### src/rtl/exc_pkg.sv
// Shared types and encodings for the LEGv8 exception unit and its register file.
package exc_pkg;

    typedef enum logic [1:0] {
        StRun,
        StFlush,
        StHandler,
        StReturn
    } exc_state_e;

    localparam logic [3:0] EST_NONE  = 4'b0000;
    localparam logic [3:0] EST_IRQ   = 4'b0001;
    localparam logic [3:0] EST_INVOP = 4'b0010;

    localparam logic [1:0] MRS_ELR  = 2'b00;
    localparam logic [1:0] MRS_ESR  = 2'b01;
    localparam logic [1:0] MRS_ECNT = 2'b10;

    localparam int unsigned ESR_NEST_BIT = 8;

endpackage

### src/rtl/exc_regfile.sv
// Exception state registers ELR, ESR and the saturating ECNT, plus the MRS read mux.
module exc_regfile
    import exc_pkg::*;
#(
    parameter int unsigned N     = 64,
    parameter int unsigned CNT_W = 16
) (
    input  logic         clk_i,
    input  logic         rst_ni,
    input  logic         capture_i,
    input  logic         nest_i,
    input  logic         clr_nest_i,
    input  logic [3:0]   status_i,
    input  logic [N-1:0] pc_i,
    input  logic [1:0]   mrs_sel_i,
    output logic [N-1:0] elr_o,
    output logic [N-1:0] mrs_data_o
);

    logic [N-1:0]     elr_q, elr_d;
    logic [N-1:0]     esr_q, esr_d;
    logic [CNT_W-1:0] ecnt_q, ecnt_d;

    always_comb begin
        elr_d  = elr_q;
        esr_d  = esr_q;
        ecnt_d = ecnt_q;
        if (capture_i) begin
            elr_d = pc_i;
            esr_d = {{(N-4){1'b0}}, status_i};
        end
        // A nested fault keeps ELR so ERET still returns to the original faulting PC.
        if (nest_i) begin
            esr_d[3:0]          = status_i;
            esr_d[ESR_NEST_BIT] = 1'b1;
        end
        if (clr_nest_i) begin
            esr_d[ESR_NEST_BIT] = 1'b0;
        end
        if ((capture_i || nest_i) && (ecnt_q != '1)) begin
            ecnt_d = ecnt_q + CNT_W'(1);
        end
    end

    always_ff @(posedge clk_i or negedge rst_ni) begin
        if (!rst_ni) begin
            elr_q  <= '0;
            esr_q  <= '0;
            ecnt_q <= '0;
        end else begin
            elr_q  <= elr_d;
            esr_q  <= esr_d;
            ecnt_q <= ecnt_d;
        end
    end

    always_comb begin
        mrs_data_o = '0;
        unique case (mrs_sel_i)
            MRS_ELR:  mrs_data_o = elr_q;
            MRS_ESR:  mrs_data_o = esr_q;
            MRS_ECNT: mrs_data_o = N'(ecnt_q);
            default:  mrs_data_o = '0;
        endcase
    end

    assign elr_o = elr_q;

endmodule

### src/rtl/exception_unit.sv
// Exception sequencer beside decode: flush, vector, ERET return and IRQ gating.
module exception_unit
    import exc_pkg::*;
#(
    parameter int unsigned  N            = 64,
    parameter logic [N-1:0] VECTOR       = N'(64'h00000000000000D8),
    parameter int unsigned  FLUSH_CYCLES = 3,
    parameter int unsigned  CNT_W        = 16
) (
    input  logic         clk,
    input  logic         reset,
    input  logic         Exc_D,
    input  logic [3:0]   EStatus_D,
    input  logic         ERet_D,
    input  logic [N-1:0] PC_D,
    input  logic         ExtIRQ_in,
    output logic         IrqAck,
    output logic         ExtIRQ_dec,
    output logic         Flush,
    output logic         VecTaken,
    output logic         RetTaken,
    output logic [N-1:0] RetPC,
    input  logic [1:0]   MrsSel,
    output logic [N-1:0] MrsData
);

    if (FLUSH_CYCLES < 1 || FLUSH_CYCLES > 15) begin : g_bad_flush
        $error("FLUSH_CYCLES must lie in 1..15");
    end
    if (VECTOR[1:0] != 2'b00) begin : g_bad_vector
        $error("VECTOR must be word aligned");
    end

    localparam logic [3:0] FlushLoad = 4'(FLUSH_CYCLES - 1);

    exc_state_e state_q;
    logic [3:0] cnt_q;
    logic       irq_ack_q;
    logic       accept_run;
    logic       accept_nest;

    assign accept_run  = (state_q == StRun) && Exc_D;
    assign accept_nest = (state_q == StHandler) && Exc_D;

    always_ff @(posedge clk or negedge reset) begin
        if (!reset) begin
            state_q   <= StRun;
            cnt_q     <= '0;
            irq_ack_q <= 1'b0;
        end else begin
            irq_ack_q <= 1'b0;
            unique case (state_q)
                StRun: begin
                    if (Exc_D) begin
                        state_q   <= StFlush;
                        cnt_q     <= FlushLoad;
                        irq_ack_q <= (EStatus_D == EST_IRQ);
                    end
                end
                StFlush: begin
                    if (cnt_q == 4'd0) begin
                        state_q <= StHandler;
                    end else begin
                        cnt_q <= cnt_q - 4'd1;
                    end
                end
                StHandler: begin
                    if (Exc_D) begin
                        state_q <= StFlush;
                        cnt_q   <= FlushLoad;
                    end else if (ERet_D) begin
                        state_q <= StReturn;
                    end
                end
                StReturn: state_q <= StRun;
                default:  state_q <= StRun;
            endcase
        end
    end

    assign Flush    = (state_q == StFlush) || (state_q == StReturn);
    assign VecTaken = (state_q == StFlush) && (cnt_q == 4'd0);
    assign RetTaken = (state_q == StReturn);
    assign IrqAck   = irq_ack_q;
    // Reset gates the IRQ too: state reads RUN while reset is held low.
    assign ExtIRQ_dec = ExtIRQ_in && reset && (state_q == StRun);

    exc_regfile #(
        .N     (N),
        .CNT_W (CNT_W)
    ) u_regfile (
        .clk_i      (clk),
        .rst_ni     (reset),
        .capture_i  (accept_run),
        .nest_i     (accept_nest),
        .clr_nest_i (RetTaken),
        .status_i   (EStatus_D),
        .pc_i       (PC_D),
        .mrs_sel_i  (MrsSel),
        .elr_o      (RetPC),
        .mrs_data_o (MrsData)
    );

endmodule
### config.mk
export PLATFORM = sky130hd
export DESIGN_NAME = exception_unit
export DESIGN_NICKNAME = d
export VERILOG_FILES = /design/src/rtl/exc_pkg.sv /design/src/rtl/exc_regfile.sv /design/src/rtl/exception_unit.sv
export SDC_FILE = /design/constraint.sdc
export NUM_CORES = 1
export LEC_CHECK = 0
export CORE_MARGIN = 2
export CORE_UTILIZATION = 41
export DETAILED_ROUTE_END_ITERATION = 8
export MAX_ROUTING_LAYER = met4
export PLACE_DENSITY = 0.81
export SETUP_SLACK_MARGIN = 0.5
export SLEW_MARGIN = 30
export SYNTH_ARGS = -nofsm -noshare
export SYNTH_HDL_FRONTEND = slang
export SYNTH_SLANG_ARGS = --single-unit
### constraint.sdc
create_clock -name clk -period 2.4 [get_ports clk]
set_input_delay 0.36 -clock clk [delete_from_list [all_inputs] [get_ports clk]]
set_output_delay 0.36 -clock clk [all_outputs]
set_load 0.03 [all_outputs]
==> impl_metrics.env <==
export IMPL_status="complete, no violations"
export IMPL_drcViolationCount=0
export IMPL_cp_max_fo=2
export IMPL_syn2layout_area_growth_pct=56.7
export IMPL_vias=3586
export IMPL_relSlewSlack_pct=55.3
export IMPL_dieArea_sq_mm=0.0114
export IMPL_critical_path_max_stage_delay_ns=0.40
export IMPL_die_h_um=107
export IMPL_tns_ns=0
export IMPL_routedWlPerCell_um=15.9
export IMPL_path_clk_slew_ns=0.09
export IMPL_cp_slowest_cell="dfrtp_1"
export IMPL_cp_start_kind="register"
export IMPL_finalSetupViolCount=0
export IMPL_place_congestion=0.891
export IMPL_timing_fmax_ghz=0.480
export IMPL_seq_area_frac_synth_pct=53.0
export IMPL_clk_path_buf_depth=2
export IMPL_start_util_pct=42.1
export IMPL_firstDrtPassIters=4
export IMPL_die_x_um=107
export IMPL_cts_buffers=9
export IMPL_final_cell_mix="clkdlybuf4s50_1 (136), dfrtp_1 (89), buf_4 (79)"
export IMPL_fin_skew_ns=0.00999
export IMPL_hp_class="input pin to asynchronous set/reset pin"
export IMPL_synth_cells=369
export IMPL_n_antenna_cell=0
export IMPL_clock_sinks=92
export IMPL_reg2reg_from="u_regfile.ecnt_q[1]"
export IMPL_wl_mm=11.5
export IMPL_grt_first_pass_wirelength_mm=18.4
export IMPL_yosys_warnings=0
export IMPL_power_share_switching_pct=43.1
export IMPL_globalRouteTotalUtil_pct=20.9
export IMPL_via_per_inst=4.93
export IMPL_grt_pass1_vias=3681
export IMPL_min_period_ns=2.08
export IMPL_seqCellArea_sq_mm=0.00231
export IMPL_cts_tree="done"
export IMPL_syn_nets=447
export IMPL_path_class="register to output pin"
export IMPL_grt_max_degree=55
export IMPL_pwr_share_clk_pct=12.1
export IMPL_cap_violations=0
export IMPL_ir_drop_uv=761
export IMPL_insertion_delay_ns=0.35
export IMPL_total_power_mw=8.69
export IMPL_portBuffers=207
export IMPL_drive_gt1_share_pct=24.9
export IMPL_syn_cell_area_sq_mm=0.00434
export IMPL_final_common_cell="clkdlybuf4s50_1"
export IMPL_finalCritPeriodShare_pct=86.8
export IMPL_synth_async_reset_ratio_pct=100
export IMPL_grt_antenna_before_repair=0
export IMPL_rsz0062_at_grt="true"
export IMPL_ys_seq_elements=92
export IMPL_arrival_ns=1.72
export IMPL_startpoint="cnt_q[1]"
export IMPL_hold_violations=0
export IMPL_fillers=791
export IMPL_drtAntennaViolNets=0
export IMPL_powerDensity_mw_per_mm2=1280
export IMPL_leakage_nw=3.05
export IMPL_p_int_mw=4.94
export IMPL_dp_hpwl_mm=8.63
export IMPL_drtIter0Drc=116
export IMPL_cp_end_kind="output pin"
export IMPL_ys_types=40
export IMPL_ios=208
export IMPL_htree_levels=3
export IMPL_p_sw_mw=3.75
export IMPL_multiInputGateArea_sq_mm=0.00198
export IMPL_tightest_slew_ns=0.671
export IMPL_root_buffer="clkbuf_8"
export IMPL_pwr_share_comb_pct=54.7
export IMPL_pwr_share_seq_pct=33.2
export IMPL_avgSynthCellArea_sq_um=11.8
export IMPL_crit_chain="inv_2, ha_4, or3b_4, nor3_4, buf_12"
export IMPL_design_core_area_sq_mm=0.0103
export IMPL_crit_required_ns=2.04
export IMPL_yosys_most_used_dff="dfrtp_1"
export IMPL_cts_hold_buf=0
export IMPL_synth_edff_count=0
export IMPL_grt_ovfl_total=0
export IMPL_core_rowCount=37
export IMPL_slew_viol_final=0
export IMPL_nNetsFinal=664
## worst paths after layout
path                                            end  slack (ns)  cells past startpoint
worst max-delay path                       VecTaken        0.32                      5
worst min-delay path            u_regfile.elr_o[12]        0.13                      2
worst max register to register  u_regfile.ecnt_q[9]        0.56                      5
worst min register to register   u_regfile.esr_q[1]        0.49                      2
max in group asynchronous       u_regfile.ecnt_q[0]        1.27                      3
min in group clk                 u_regfile.esr_q[1]        0.49                      2
## flip-flops by register name (all words and copies together), names as in the netlist
signal / cells
state_q: 2
u_regfile.elr_o: 64
u_regfile.ecnt_q: 16
u_regfile.esr_q: 5
IrqAck: 1
cnt_q: 4
## per-layer routing
metal,part of all wire (%),vias to the layer above,track usage (%),routed length [um]
met2,52,144,36.6,5990
met4,1.1,0,6.68,128
li1,-,1702,-,-
met1,41,1728,24.8,4750
met5,0,-,-,0
met3,5.8,12,3.34,674
## final cells by class
type | instances | share of cell area (%)
multi-input combinational | 251 | 29.1
sequential | 92 | 33.9
tap | 136 | 2.50
timing repair buffer | 227 | 31.3
inverter | 5 | 0.276
clock inverter | 5 | 0.901
clock buffer | 11 | 2.08
## cell families (layout without fill, tap and decap cells)
group                      count (synthesis)  in the layout  share of synthesized area, %
and+or+nand+nor                          134            134                          17.6
DFF                                       92             92                          53.0
muxes                                     81             81                          20.5
buffers and inverters                     26            248                          2.62
AOI/OAI and AO/OA                         23             23                          3.29
xor gates and xnor gates                  10             10                          2.02
adders and majority gates                  3              3                         0.865
## power by group through the flow
stage	sequential (mW)	clock [mW]	combinational [mW]
detailed placement	2.91	0	4.65
CTS	2.89	1.08	4.75
finish	2.89	1.05	4.76
global placement	2.87	0	4.57
floorplan	3.82	0	1.67
global route	3.00	1.15	5.01
## through the flow
step                      std cells  setup slack, ns  utilization [%]  hold WS (ns)  area [sq um]
after floorplan                 369            0.537                -        0.0644          4350
after global placement          700            0.366             62.8         0.483          6480
after detailed placement        700            0.333             62.8         0.485          6480
after CTS                       723            0.284             65.5         0.150          6770
after global routing            727            0.255             65.9         0.173          6810
final                           727            0.317             65.9         0.132          6810
## Yosys cell counts (2+ instances only)
library cell   n  area, sq um
dfrtp_1       92         2300
and2_1        51          319
mux2_1        39          439
mux2_2        26          293
nor2_1        25         93.8
nand2_1       24         90.1
mux2i_1       16          160
a31oi_1       10         62.6
buf_2         10         50.1
clkbuf_1       9         33.8
nor3_1         7         35.0
xnor2_1        6         52.6
inv_1          5         18.8
nand4_1        5         31.3
o21ai_0        5         25.0
a21oi_1        4         20.0
xor2_1         4         35.0
ha_1           3         37.5
nand3_1        3         15.0
nor2b_1        3         18.8
and3_1         2         12.5
nand3b_1       2         15.0
## critical path, delay by kind of cell (launching register included)
kind | cells | cell delay (ns)
buffers and inverters | 2 | 0.25
adder cells (fa/ha/maj) | 1 | 0.13
flip-flops | 1 | 0.40
AND/OR/NAND/NOR | 2 | 0.60
## timing repair
item	in CTS	in global routing
pin swaps	1	2
buffers inserted	7	4
endpoints found under the setup margin	68	3
hold endpoints to repair	0	0
gates resized for setup	16	2
No activity file was read; power rests on OpenSTA's default activity.
